[config.mk]
export PLATFORM = sky130hd
export DESIGN_NAME = dram_rd_arbiter_flat
export DESIGN_NICKNAME = d
export VERILOG_FILES = /design/src/rtl/dram_pkg.sv /design/src/rtl/dram_rd_arbiter_if.sv /design/src/rtl/rr_pick.sv /design/src/rtl/dram_rd_arbiter.sv /design/src/flat_wrapper.sv
export SDC_FILE = /design/constraint.sdc
export NUM_CORES = 1
export LEC_CHECK = 0
export ABC_CLOCK_PERIOD_IN_PS = 2600
export BUFFER_PORTS_ARGS = -buffer_cell sky130_fd_sc_hd__buf_2
export CAP_MARGIN = 20
export CORE_MARGIN = 5
export CORE_UTILIZATION = 40
export CTS_CLUSTER_SIZE = 12
export DETAILED_ROUTE_END_ITERATION = 12
export GPL_ROUTABILITY_DRIVEN = 0
export HOLD_SLACK_MARGIN = 0.05
export PLACE_DENSITY = 0.69
export SYNTH_ARGS = -nofsm -noshare
export SYNTH_HDL_FRONTEND = slang
export SYNTH_HIERARCHICAL = 1
export SYNTH_SLANG_ARGS = --single-unit
[constraint.sdc]
create_clock -name clk -period 2.6 [get_ports clk]
set_input_delay 0.26 -clock clk [delete_from_list [all_inputs] [get_ports clk]]
set_output_delay 0.26 -clock clk [all_outputs]
set_load 0.1 [all_outputs]
[src/rtl/dram_pkg.sv]
// Shared types and constants for the dram read port and its arbiters.
package dram_pkg;

  localparam int ROW_W  = 4;
  localparam int DATA_W = 32;

  typedef logic [ROW_W-1:0]  row_t;
  typedef logic [DATA_W-1:0] data_t;

  typedef enum logic [1:0] {
    IDLE  = 2'd0,
    ISSUE = 2'd1,
    WAIT  = 2'd2,
    RESP  = 2'd3
  } state_t;

  // Index width for a client vector; never below one bit.
  function automatic int idx_width(input int n);
    return (n <= 2) ? 1 : $clog2(n);
  endfunction

endpackage

[src/rtl/dram_rd_arbiter_if.sv]
// Client request/response bundle plus the dram read port.
// slave  = arbiter view, master = client/dram side view.
interface dram_rd_arbiter_if
  import dram_pkg::*;
#(
  parameter int NREQ = 4
) ();

  logic [NREQ-1:0]       req;
  logic [NREQ*ROW_W-1:0] row_in;
  logic [NREQ-1:0]       ack;
  data_t                 rd_data;
  logic                  rd_err;
  logic                  busy;
  logic                  mem_req;
  row_t                  mem_row;
  logic                  mem_valid;
  data_t                 mem_data;

  modport slave (
    input  req, row_in, mem_valid, mem_data,
    output ack, rd_data, rd_err, busy, mem_req, mem_row
  );

  modport master (
    output req, row_in, mem_valid, mem_data,
    input  ack, rd_data, rd_err, busy, mem_req, mem_row
  );

endinterface

[src/rtl/rr_pick.sv]
// Combinational round-robin picker: first set request at or after rr_ptr,
// wrapping modulo NREQ (explicit wrap, so NREQ need not be a power of two).
module rr_pick #(
  parameter  int NREQ  = 4,
  localparam int IDX_W = dram_pkg::idx_width(NREQ)
) (
  input  logic [NREQ-1:0]  req,
  input  logic [IDX_W-1:0] rr_ptr,
  output logic             valid,
  output logic [IDX_W-1:0] idx
);

  logic [NREQ-1:0] req_rot;
  logic [IDX_W-1:0] ofs;
  logic [IDX_W:0]   sum;

  // Rotate so rr_ptr lands at bit 0, find the lowest set bit, rotate back.
  always_comb begin
    req_rot = NREQ'({req, req} >> rr_ptr);
    valid   = |req_rot;
    ofs     = '0;
    for (int i = NREQ - 1; i >= 0; i--) begin
      if (req_rot[i]) ofs = IDX_W'(i);
    end
    sum = {1'b0, rr_ptr} + {1'b0, ofs};
    if (sum >= (IDX_W + 1)'(NREQ)) sum = sum - (IDX_W + 1)'(NREQ);
    idx = sum[IDX_W-1:0];
  end

endmodule

[src/rtl/dram_rd_arbiter.sv]
// Round-robin read arbiter/sequencer for the shared dram read port.
// One read in flight at a time; data returned with a one-cycle ack,
// unanswered reads end with rd_err after TIMEOUT.
// Optional build macro DRAM_REFRESH_EN adds periodic refresh reads that
// take priority at the next IDLE decision.
//
// state | meaning
// IDLE  | no read in flight, choosing the next requester
// ISSUE | mem_req strobe for the latched row, timer cleared
// WAIT  | waiting for mem_valid or timer == TIMEOUT
// RESP  | ack/rd_data/rd_err presented, rr_ptr advanced
module dram_rd_arbiter
  import dram_pkg::*;
#(
  parameter int NREQ    = 4,
  parameter int TIMEOUT = 15
`ifdef DRAM_REFRESH_EN
  , parameter int REFRESH_PERIOD = 64
`endif
) (
  input  logic             clk,
  input  logic             rst_n,
  dram_rd_arbiter_if.slave bus
);

  localparam int         IDX_W      = idx_width(NREQ);
  localparam logic [7:0] TIMEOUT_TC = 8'(TIMEOUT);

  state_t           state_q, state_d;
  logic [IDX_W-1:0] idx_q, idx_d;
  logic [IDX_W-1:0] rr_ptr_q, rr_ptr_d;
  logic [7:0]       timer_q, timer_d;
  logic [NREQ-1:0]  ack_q, ack_d;
  data_t            rd_data_q, rd_data_d;
  logic             rd_err_q, rd_err_d;
  logic             busy_q, busy_d;
  logic             mem_req_q, mem_req_d;
  row_t             mem_row_q, mem_row_d;

  logic             pick_valid;
  logic [IDX_W-1:0] pick_idx;
  row_t             pick_row;
  logic             client_txn;

  rr_pick #(.NREQ(NREQ)) u_pick (
    .req    (bus.req),
    .rr_ptr (rr_ptr_q),
    .valid  (pick_valid),
    .idx    (pick_idx)
  );

  // Row address of the client the picker selected.
  always_comb begin
    pick_row = '0;
    for (int i = 0; i < NREQ; i++) begin
      if (pick_idx == IDX_W'(i)) pick_row = bus.row_in[i*ROW_W +: ROW_W];
    end
  end

`ifdef DRAM_REFRESH_EN
  logic [15:0] ref_cnt_q, ref_cnt_d;
  logic        ref_expire;
  logic        ref_pend_q, ref_pend_d;
  logic        is_ref_q, is_ref_d;
  row_t        ref_row_q, ref_row_d;

  // Free-running refresh down-counter; terminal count raises a pending refresh.
  always_comb begin
    ref_expire = (ref_cnt_q == 16'd0);
    ref_cnt_d  = ref_expire ? 16'(REFRESH_PERIOD - 1) : ref_cnt_q - 16'd1;
  end

  assign client_txn = !is_ref_q;
`else
  assign client_txn = 1'b1;
`endif

  // Next-state and registered-output computation for the sequencer.
  always_comb begin
    state_d   = state_q;
    idx_d     = idx_q;
    rr_ptr_d  = rr_ptr_q;
    timer_d   = timer_q;
    ack_d     = '0;
    rd_data_d = '0;
    rd_err_d  = 1'b0;
    mem_req_d = 1'b0;
    mem_row_d = mem_row_q;
`ifdef DRAM_REFRESH_EN
    is_ref_d   = is_ref_q;
    ref_row_d  = ref_row_q;
    ref_pend_d = ref_pend_q | ref_expire;
`endif
    unique case (state_q)
      IDLE: begin
`ifdef DRAM_REFRESH_EN
        if (ref_pend_q) begin
          state_d    = ISSUE;
          is_ref_d   = 1'b1;
          mem_row_d  = ref_row_q;
          mem_req_d  = 1'b1;
          ref_pend_d = ref_expire;
        end else
`endif
        if (pick_valid) begin
          state_d   = ISSUE;
          idx_d     = pick_idx;
          mem_row_d = pick_row;
          mem_req_d = 1'b1;
`ifdef DRAM_REFRESH_EN
          is_ref_d  = 1'b0;
`endif
        end
      end
      ISSUE: begin
        state_d = WAIT;
        timer_d = '0;
      end
      WAIT: begin
        if (bus.mem_valid || timer_q == TIMEOUT_TC) begin
          state_d = RESP;
          if (client_txn) begin
            ack_d[idx_q] = 1'b1;
            rd_err_d     = !bus.mem_valid;
            rd_data_d    = bus.mem_valid ? bus.mem_data : '0;
          end
        end else begin
          timer_d = timer_q + 8'd1;
        end
      end
      RESP: begin
        state_d = IDLE;
        if (client_txn) begin
          rr_ptr_d = (idx_q == IDX_W'(NREQ - 1)) ? '0 : idx_q + 1'b1;
        end
`ifdef DRAM_REFRESH_EN
        else begin
          ref_row_d = ref_row_q + 1'b1;
        end
`endif
      end
      default: state_d = IDLE;
    endcase
    busy_d = (state_d != IDLE);
  end

  // State and output registers; reset aborts any read in flight.
  always_ff @(posedge clk or negedge rst_n) begin
    if (!rst_n) begin
      state_q   <= IDLE;
      idx_q     <= '0;
      rr_ptr_q  <= '0;
      timer_q   <= '0;
      ack_q     <= '0;
      rd_data_q <= '0;
      rd_err_q  <= 1'b0;
      busy_q    <= 1'b0;
      mem_req_q <= 1'b0;
      mem_row_q <= '0;
    end else begin
      state_q   <= state_d;
      idx_q     <= idx_d;
      rr_ptr_q  <= rr_ptr_d;
      timer_q   <= timer_d;
      ack_q     <= ack_d;
      rd_data_q <= rd_data_d;
      rd_err_q  <= rd_err_d;
      busy_q    <= busy_d;
      mem_req_q <= mem_req_d;
      mem_row_q <= mem_row_d;
    end
  end

`ifdef DRAM_REFRESH_EN
  // Refresh bookkeeping registers.
  always_ff @(posedge clk or negedge rst_n) begin
    if (!rst_n) begin
      ref_cnt_q  <= 16'(REFRESH_PERIOD - 1);
      ref_pend_q <= 1'b0;
      is_ref_q   <= 1'b0;
      ref_row_q  <= '0;
    end else begin
      ref_cnt_q  <= ref_cnt_d;
      ref_pend_q <= ref_pend_d;
      is_ref_q   <= is_ref_d;
      ref_row_q  <= ref_row_d;
    end
  end
`endif

  assign bus.ack     = ack_q;
  assign bus.rd_data = rd_data_q;
  assign bus.rd_err  = rd_err_q;
  assign bus.busy    = busy_q;
  assign bus.mem_req = mem_req_q;
  assign bus.mem_row = mem_row_q;

endmodule

[src/flat_wrapper.sv]
// flat-port wrapper written by rule: the top's interface ports become plain ports
module dram_rd_arbiter_flat import dram_pkg::*;
#(
  parameter int NREQ    = 4,
  parameter int TIMEOUT = 15

)
  (clk, rst_n, bus_req, bus_row_in, bus_mem_valid, bus_mem_data, bus_ack, bus_rd_data, bus_rd_err, bus_busy, bus_mem_req, bus_mem_row);
  dram_rd_arbiter_if #(.NREQ(NREQ)) bus_i ();
  input  logic clk;
  input  logic rst_n;
  input wire logic [$bits(bus_i.req)-1:0] bus_req;
  input wire logic [$bits(bus_i.row_in)-1:0] bus_row_in;
  input wire logic [$bits(bus_i.mem_valid)-1:0] bus_mem_valid;
  input wire logic [$bits(bus_i.mem_data)-1:0] bus_mem_data;
  output wire logic [$bits(bus_i.ack)-1:0] bus_ack;
  output wire logic [$bits(bus_i.rd_data)-1:0] bus_rd_data;
  output wire logic [$bits(bus_i.rd_err)-1:0] bus_rd_err;
  output wire logic [$bits(bus_i.busy)-1:0] bus_busy;
  output wire logic [$bits(bus_i.mem_req)-1:0] bus_mem_req;
  output wire logic [$bits(bus_i.mem_row)-1:0] bus_mem_row;
  assign bus_i.req = bus_req;
  assign bus_i.row_in = bus_row_in;
  assign bus_i.mem_valid = bus_mem_valid;
  assign bus_i.mem_data = bus_mem_data;
  assign bus_ack = bus_i.ack;
  assign bus_rd_data = bus_i.rd_data;
  assign bus_rd_err = bus_i.rd_err;
  assign bus_busy = bus_i.busy;
  assign bus_mem_req = bus_i.mem_req;
  assign bus_mem_row = bus_i.mem_row;
  dram_rd_arbiter #(.NREQ(NREQ), .TIMEOUT(TIMEOUT)) u_core (.clk(clk), .rst_n(rst_n), .bus(bus_i));
endmodule
==> out/metrics.yaml <==
outcome: "complete, no violations"
critPathTopFamily: "multiplexers"
cts_buffer_depth: 2
min_to: "u_core/bus.rd_data[17]"
crit_arrival_ns: 2.56
rsz0062_at_grt: "no"
dieArea_um2: 7973
synth_nets: 264
clock.fmax_ghz: 0.4242
worstSkewPairLatency_ns: 0.32
yosysTopAreaCell: "dfrtp_1"
r2r_cells: 9
synth_enable_flop_cells: 0
hold_viol: 0
post-route-util: 0.5561
whs_ns: 0.1772
area_growth_pct: 33.23
holdPathStages: 2
n_antenna_cell: 0
gr-usage-all-layers: 0.1485
crit_type: "flip-flop to flip-flop"
grt_pass1_wl_um: 9108
avgSynthCellArea_um2: 12.70
num_vias: 1898
ant_nets: 0
cts_root_buf: "clkbuf_8"
worstHoldStart: "bus_mem_data[17]"
crit_path_start_kind: "flip-flop"
drtIter0Drc: 81
regToRegStartpoint: "u_core/rr_ptr_q[1]"
ys_seq_elements: 57
synth_top_cell_area_share: 0.5672
cts_buffers: 9
core.rowCount: 28
regToRegSetupSlack_ns: 0.24
p_leak_nw: 1.914
die_width_um: 89.29
grt_pass1_vias: 1960
wl_um: 5548
synth_warnings: 6
core_um2: 6026
clk_pin_slew_worst_paths_ns: 0.06
finClkSkew_ns: 0.006450
cp_max_fo: 7
ys_seq_area_frac: 0.5672
portBuffers: 97
cts.htree.levels: 3
slowest_delay_ns: 0.44
cts_tree: "yes"
reg2reg_to: "u_core/bus.mem_row[0]"
hpwl_um: 4136
syn-instance-count: 198
p_per_area_nw_per_um2: 1287
synth.cell_area_um2: 2515
cts_sinks: 57
hp-class: "input port to flip-flop"
slew_headroom: 0.5676
synth_flop_cell: "dfrtp_1"
min_period_over_period: 0.9066
antenna_found_initial: 0
wl_per_cell_um: 14.52
cp_data_required_time_ns: 2.80
start_util: 0.4174
cts_setup_buffers: 0
first_pass_iters: 4
ioPinCount: 98
drt-vias-per-instance: 4.969
placedCellCount: 365
peakVddDrop_mv: 1.046
instances_no_fill: 382
layout.nets: 368
fin_crit_ns: 2.357
drive_gt1_frac: 0.4332
setup_violations: 0
cp.buffers_inverters: 0
max_cap_violations: 0
ys_types: 42
tightestPinTransition_ns: 0.6486
grt_max_degree: 38
crit_path_end_kind: "flip-flop"
cpMaxStageDelayCell: "dfrtp_1"
drc: 0
ys_top_cells_by_area: "dfrtp_1 (57%), and3_1 (8.0%), ha_1 (5.5%)"
fp.dieH_um: 89.29
drv_slew: 0
grt_overflow: 0
worstPathCellList: "nand2b_1 -> a2bb2oi_1 -> o211ai_1 -> o21a_1 -> ha_1 -> xnor2_1 -> xnor2_2 -> mux4_2 -> mux2_2"
fin_tns_setup_ns: 0
async_flop_share: 1.000
[cell type report]
cell class / instances / area, um^2
Clock buffer: 11 / 131.4
Clock inverter: 5 / 103.9
Fill cell: 515 / 2675
Inverter: 10 / 37.54
Multi-Input combinational cell: 123 / 1027
Sequential cell: 57 / 1426
Tap cell: 75 / 93.84
Timing Repair Buffer: 101 / 530.5
[cell usage after synthesis, drive strengths merged, types with 2 or more instances]
library cell,count
dfrtp,57
and3,32
ha,11
inv,10
clkbuf,7
mux2,7
nand2,7
a21oi,5
nor3,5
and3b,4
mux4,4
nand2b,4
nand3,4
o21ai,4
a211oi,3
mux2i,3
nor2,3
nor2b,3
o311ai,3
o211ai,2
o41ai,2
or4,2
xnor2,2
[cell usage in the layout, fill, tap and decap left out, types with 2 or more instances in the layout]
cell and count:
and3_1 32, and3b_1 4, nor2b_1 3, a21oi_1 5, inv_1 10, nand2b_1 4, mux2i_1 3, o311ai_1 2
nand3_1 3, a211oi_1 3, dfrtp_1 57, buf_2 97, clkbuf_8 9, nand2_1 6, buf_4 2, mux2_2 6
clkbuf_1 2, ha_1 11, bufinv_16 3, nor3_1 5, or4_1 2, o41ai_1 2, nor2_1 3, mux4_2 4
o21ai_0 4
[registers in the layout, indices dropped and copies added (netlist names)]
name	count
u_core/bus.rd_data	32
u_core/timer_q	8
u_core/bus.ack	4
u_core/bus.mem_row	4
u_core/idx_q	2
u_core/rr_ptr_q	2
u_core/state_q	2
u_core/bus.busy	1
u_core/bus.mem_req	1
u_core/bus.rd_err	1
[how the worst max path moves through the flow]
stage	start	to	slack, ns	cells past startpoint
global placement	u_core/rr_ptr_q[1]	u_core/bus.mem_row[3]	0.14	9
floorplan	u_core/rr_ptr_q[1]	u_core/bus.mem_row[0]	0.31	9
global route	u_core/rr_ptr_q[1]	u_core/bus.mem_row[3]	0.08	9
finish	u_core/rr_ptr_q[1]	u_core/bus.mem_row[0]	0.24	9
CTS	u_core/rr_ptr_q[1]	u_core/bus.mem_row[0]	0.08	9
detailed placement	u_core/rr_ptr_q[1]	u_core/bus.mem_row[0]	0.09	9
[layer usage]
layer	global-route usage	vias to the layer above	routed length [um]
li1	-	924	-
met4	0.06089	0	55
met3	0.02949	7	482
met5	0	-	0
met1	0.1828	901	2355
met2	0.2545	66	2654
[worst register-to-register path: stages, from the launching register on]
cell and delay (ns):
dfrtp_1 0.44, nand2b_1 0.19, a2bb2oi_1 0.16, o211ai_1 0.09
o21a_1 0.13, ha_1 0.18, xnor2_1 0.15, xnor2_2 0.28
mux4_2 0.34, mux2_2 0.27
[stage by stage]
step / total power, W / cell area (um^2) / setup WS, ns
2_1_floorplan: 0.002953 / 2515 / 0.3135
3_3_place_gp: 0.003314 / 3098 / 0.1449
3_5_place_dp: 0.003350 / 3098 / 0.08595
4_1_cts: 0.004342 / 3343 / 0.07960
5_1_grt: 0.004552 / 3351 / 0.08257
6_report: 0.004311 / 3351 / 0.2428
[power breakdown]
part	switching (W)	internal, W	total (W)
sequential	0.000127	0.00109	0.00122
clock	0.000338	0.000638	0.000976
combinational	0.00152	0.000596	0.00212
[repair_timing]
| item | in CTS | in global routing |
|---|---|---|
| hold endpoints to repair | 27 | 0 |
| hold buffers | 1 | 0 |
| setup endpoints to repair | 0 | 4 |
| resized for setup | 0 | 1 |
[kinds of logic after synthesis]
logic type / count (synthesis) / share of synthesized area
xor gates and xnor gates: 2 / 0.006966
adders and majority gates: 11 / 0.05473
muxes: 14 / 0.08060
buffers and inverters: 18 / 0.02736
DFF: 57 / 0.5672
AOI/OAI and AO/OA: 25 / 0.07762
and+or+nand+nor: 71 / 0.1856
No activity file was read; power rests on OpenSTA's default activity.
